### config.mk
export PLATFORM = sky130hd
export DESIGN_NAME = i2s_transmitter
export DESIGN_NICKNAME = d
export VERILOG_FILES = /design/src/rtl/i2s_transmitter.sv
export SDC_FILE = /design/constraint.sdc
export NUM_CORES = 1
export LEC_CHECK = 0
export BUFFER_PORTS_ARGS = -buffer_cell sky130_fd_sc_hd__buf_2
export CAP_MARGIN = 20
export CORE_ASPECT_RATIO = 0.9
export CORE_MARGIN = 5
export CORE_UTILIZATION = 55
export CTS_CLUSTER_DIAMETER = 150
export CTS_CLUSTER_SIZE = 16
export DETAILED_ROUTE_END_ITERATION = 8
export GPL_TIMING_DRIVEN = 1
export PLACE_DENSITY = 0.76
export SLEW_MARGIN = 20
export SYNTH_ARGS = -nofsm -noshare
export SYNTH_HDL_FRONTEND = slang
export SYNTH_SLANG_ARGS = --single-unit
### constraint.sdc
create_clock -name clk -period 2.7 [get_ports clk]
set_clock_uncertainty 0.15 [all_clocks]
set_input_delay 0.135 -clock clk [delete_from_list [all_inputs] [get_ports clk]]
set_output_delay 0.135 -clock clk [all_outputs]
set_load 0.01 [all_outputs]
### src/rtl/i2s_transmitter.sv
// I2S transmitter: derives bclk/lrclk from clk, serialises one stereo pair per frame
// from a single-entry holding register, and flags frames that start without data.
module i2s_transmitter #(
  parameter int WIDTH     = 24,
  parameter int CLK_DIV   = 4,
  parameter int SLOT_BITS = 32
) (
  input  logic             clk,
  input  logic             rstn,
  input  logic             enable,
  input  logic [WIDTH-1:0] sample_l,
  input  logic [WIDTH-1:0] sample_r,
  input  logic             sample_valid,
  output logic             sample_ready,
  output logic             bclk,
  output logic             lrclk,
  output logic             sdata,
  output logic             underrun
);

  localparam int DIV_W = (CLK_DIV > 1) ? $clog2(CLK_DIV) : 1;
  localparam int BIT_W = $clog2(2 * SLOT_BITS);

  localparam logic [DIV_W-1:0] DIV_LAST = DIV_W'(CLK_DIV - 1);
  localparam logic [BIT_W-1:0] BIT_LAST = BIT_W'(2 * SLOT_BITS - 1);
  localparam logic [BIT_W-1:0] SLOT_B   = BIT_W'(SLOT_BITS);
  localparam logic [BIT_W-1:0] WIDTH_B  = BIT_W'(WIDTH);

  logic [DIV_W-1:0] div_cnt;
  logic [BIT_W-1:0] bit_cnt;
  logic [BIT_W-1:0] bit_next;
  logic [BIT_W-1:0] slot_k;
  logic             right_slot;
  logic             fall;
  logic             xfer;
  logic             hold_full;
  logic [WIDTH-1:0] hold_l;
  logic [WIDTH-1:0] hold_r;
  logic [WIDTH-1:0] shift_l;
  logic [WIDTH-1:0] shift_r;

  always_comb begin
    fall       = (div_cnt == DIV_LAST) && bclk;
    xfer       = sample_valid && sample_ready;
    bit_next   = (bit_cnt == BIT_LAST) ? '0 : bit_cnt + 1'b1;
    right_slot = (bit_next >= SLOT_B);
    slot_k     = right_slot ? (bit_next - SLOT_B) : bit_next;
  end

  always_ff @(posedge clk or negedge rstn) begin
    if (!rstn) begin
      div_cnt      <= '0;
      bit_cnt      <= BIT_LAST;
      bclk         <= 1'b0;
      lrclk        <= 1'b1;
      sdata        <= 1'b0;
      sample_ready <= 1'b0;
      underrun     <= 1'b0;
      hold_full    <= 1'b0;
      hold_l       <= '0;
      hold_r       <= '0;
      shift_l      <= '0;
      shift_r      <= '0;
    end else if (!enable) begin
      div_cnt      <= '0;
      bit_cnt      <= BIT_LAST;
      bclk         <= 1'b0;
      lrclk        <= 1'b1;
      sdata        <= 1'b0;
      sample_ready <= 1'b0;
      underrun     <= 1'b0;
      hold_full    <= 1'b0;
      hold_l       <= '0;
      hold_r       <= '0;
      shift_l      <= '0;
      shift_r      <= '0;
    end else begin
      underrun <= 1'b0;
      // ready reflects the holding register as of this edge, so it rises one clk after a drain
      sample_ready <= !hold_full && !xfer;

      if (div_cnt == DIV_LAST) begin
        div_cnt <= '0;
        bclk    <= ~bclk;
      end else begin
        div_cnt <= div_cnt + 1'b1;
      end

      if (xfer) begin
        hold_l    <= sample_l;
        hold_r    <= sample_r;
        hold_full <= 1'b1;
      end

      if (fall) begin
        bit_cnt <= bit_next;
        lrclk   <= right_slot;
        sdata   <= 1'b0;
        if (bit_next == '0) begin
          if (hold_full) begin
            shift_l   <= hold_l;
            shift_r   <= hold_r;
            hold_full <= 1'b0;
          end else begin
            shift_l  <= '0;
            shift_r  <= '0;
            underrun <= 1'b1;
          end
        end else if ((slot_k != '0) && (slot_k <= WIDTH_B)) begin
          if (right_slot) begin
            sdata   <= shift_r[WIDTH-1];
            shift_r <= shift_r << 1;
          end else begin
            sdata   <= shift_l[WIDTH-1];
            shift_l <= shift_l << 1;
          end
        end
      end
    end
  end

endmodule
==> summary.txt <==
Detailed routing
  • 1st-iter DRT viols: 146
  • Via count: 3,587
  • DRC: 0
  • Antenna-violating nets left: 0
  • Total Routed Length: 10,600 um
  • Post-DR wirelength/cell: 16.9 um
  • Vias/cell: 5.71
  • 1st-pass router iterations: 4

Timing
  • Final hold violations: 0
  • Slew HR: 0.357
  • Setup violations, final: 0
  • Shortest period the worst path allows: 2600 ps
  • Max Transition Viols Final: 0
  • RSZ-0062 raised after global routing: no
  • Highest clock rate: 0.385 GHz
  • Fin crit share: 0.961
  • Final setup margin: 105 ps
  • Worst slew pin tran: 965 ps

Final layout
  • Antenna diodes: 0
  • Layout net count: 556
  • Final Non-Filler Cells: 628
  • Layout area overhead: 22.2%
  • Layout cells sized above 1: 0.267

Place
  • Post-Place Worst Slack: -53.0 ps
  • DP HPWL: 6170 um
  • Routability cong.: 0.876
  • # placed instances: 555
  • Port buffer count: 56

Worst setup path
  • CP endpoint kind: flop
  • CP Buf/Inv Count: 1
  • Arr. time, crit path: 2710 ps
  • Worst Setup SP: bit_cnt[3]
  • Crit path max-delay family: flip-flops
  • Setup crit start kind: flop
  • Crit-path cells: nand3_1 -> or3_1 -> a31oi_1 -> o21bai_4 -> buf_12 -> mux2_4
  • Worst r2r src: bit_cnt[3]
  • WS Path Type: flop to flop
  • Worst Path Required: 2810 ps
  • Slowest stage delay, CP: 700 ps
  • Crit path max fanout: 13
  • CP max-delay cell: dfstp_2

Die
  • Initial core utilization: 0.557
  • Row cnt: 33
  • Die ar.: 11,100 um2
  • Die X: 111 um
  • IO Pins: 57
  • Die height: 101 um
  • Core area: 9000 um2

Power and ir drop
  • VDD IR-drop max: 0.317 mV
  • P_leak: 0.00283 uW
  • P per Cell Area: 509 nW/um2

Yosys
  • Most used DFF post-synth: dfrtp_1
  • Most frequent cell after synthesis: dfrtp_1
  • Mapped cell area: 5010 um2
  • Syn avg cell area: 12.5 um2
  • Syn Nets: 455
  • Fraction of registers with async set/reset: 1.00
  • Synth cell types: 53
  • Commonest cells post-synth: dfrtp_1 (103), a22o_1 (71), nand2_1 (34), a22oi_1 (23), o21ai_1 (22)
  • Top-area cell type share of the netlist area: 0.514
  • Cells after Synth: 400
  • Synthesis warning total: 0
  • Top cells by area, synth: dfrtp_1 (51%), a22o_1 (12%), mux2_4 (5.7%), dfstp_2 (3.7%), a22oi_1 (3.4%)
  • Number of synthesized flops with an enable pin: 0
  • Sequential share of the synthesized area: 0.551
  • Register bit total from synthesis: 110
  • Cell accounting for the most synthesized area: dfrtp_1

Hold path
  • Hold Crit Class: input port to asynchronous set/reset pin

CTS
  • H-tree levels: 3
  • Clk buf depth: 2
  • CTS Root Cell: clkbuf_8
  • CTS tree: yes
  • Clock tree sinks: 110
  • CTS Buf Count: 9
  • Clock latency on the worst-skew pair: 370 ps
  • Clk slew on worst S/H paths: 110 ps

Global routing
  • Largest net degree at the start of global routing: 58
  • Initial antenna violation count: 0
  • Gr ovfl total: 0
  • Vias in the first global route: 3,666
  • First-pass GRT wire length: 18,200 um
  • GRT Util Overall: 0.199

Run status
  • Run status: finished clean

Run
  • Maximum capacitance violations: 0
through the flow:
stage,util,setup TNS [ps],hold WS [ps],total power (uW),cell area (um2)
final,0.680,0,183,3120,6120
after CTS,0.674,-26.8,188,3130,6070
after floorplan,-,0,-311,1920,5010
after detailed placement,0.593,-916,68.4,2030,5340
after global placement,0.593,0,66.5,2020,5340
after global routing,0.680,0,254,3240,6120
cells by family after synthesis:
group           synth area share
compound gates             0.230
flops                      0.551
simple gates              0.0754
buf+inv                   0.0542
mux                       0.0699
xor+xnor                  0.0120
fa+ha+maj                0.00749
registers in the layout (all words and copies together) (netlist names):
signal	cells
hold_l	24
hold_r	24
shift_l	24
shift_r	24
bit_cnt	6
div_cnt	2
bclk	1
hold_full	1
lrclk	1
sample_ready	1
sdata	1
underrun	1
what timing repair did:
item,CTS,global route
pin swaps,1,3
cloned,1,0
hold buffers,50,0
endpoints found under the hold margin,109,0
setup endpoints to repair,46,47
setup buffers,0,6
gates resized for setup,1,3
layout make-up:
class	instances	area, um2
clock buffer	10	138
clock inverter	6	80.1
fill	651	2880
inverter	2	7.51
multi-input combinational	255	2020
sequential	110	2760
tap	122	153
timing repair buffer	123	961
cells in the final DEF, fill, tap and decap left out, types with 3 or more instances in the layout:
master / netlist / layout
a22o_1: 71 / 71
dfrtp_1: 103 / 103
dfstp_2: 7 / 7
clkbuf_8: 0 / 10
mux2_4: 19 / 19
buf_4: 4 / 14
dlygate4sd3_1: 0 / 50
a22oi_1: 23 / 23
mux2_2: 4 / 4
nand3_1: 3 / 3
o21ai_0: 5 / 5
and2_1: 7 / 7
a21oi_1: 8 / 7
nor3_1: 3 / 3
buf_12: 2 / 4
nand2_1: 34 / 34
buf_2: 5 / 55
xnor2_1: 3 / 3
o21ai_1: 22 / 22
nor2_1: 6 / 6
and3_4: 3 / 3
final timing paths:
| kind | to | slack, ps | cells past startpoint |
|---|---|---|---|
| worst max-delay path | shift_r[12] | 100 | 6 |
| worst min-delay path | shift_l[10] | 180 | 2 |
| worst max register to register | shift_r[12] | 100 | 6 |
| worst min register to register | div_cnt[0] | 300 | 1 |
| max in group asynchronous | bit_cnt[4] | 1440 | 3 |
| min in group clk | sample_ready | 280 | 4 |
report_power, final:
| group | internal, uW | switching [uW] |
|---|---|---|
| Clock | 472 | 580 |
| Sequential | 1700 | 34.1 |
| Combinational | 166 | 168 |
| Total | 2330 | 782 |
metal layers:
layer	vias up	part of all wire	GRT usage	routed length, um
met5	-	0	0	0
met4	0	0.016	0.0634	171
met3	15	0.036	0.0408	385
met2	87	0.48	0.328	5060
met1	1784	0.47	0.269	4970
li1	1701	-	-	-
Note: power is estimated with default switching activity, not from simulation.
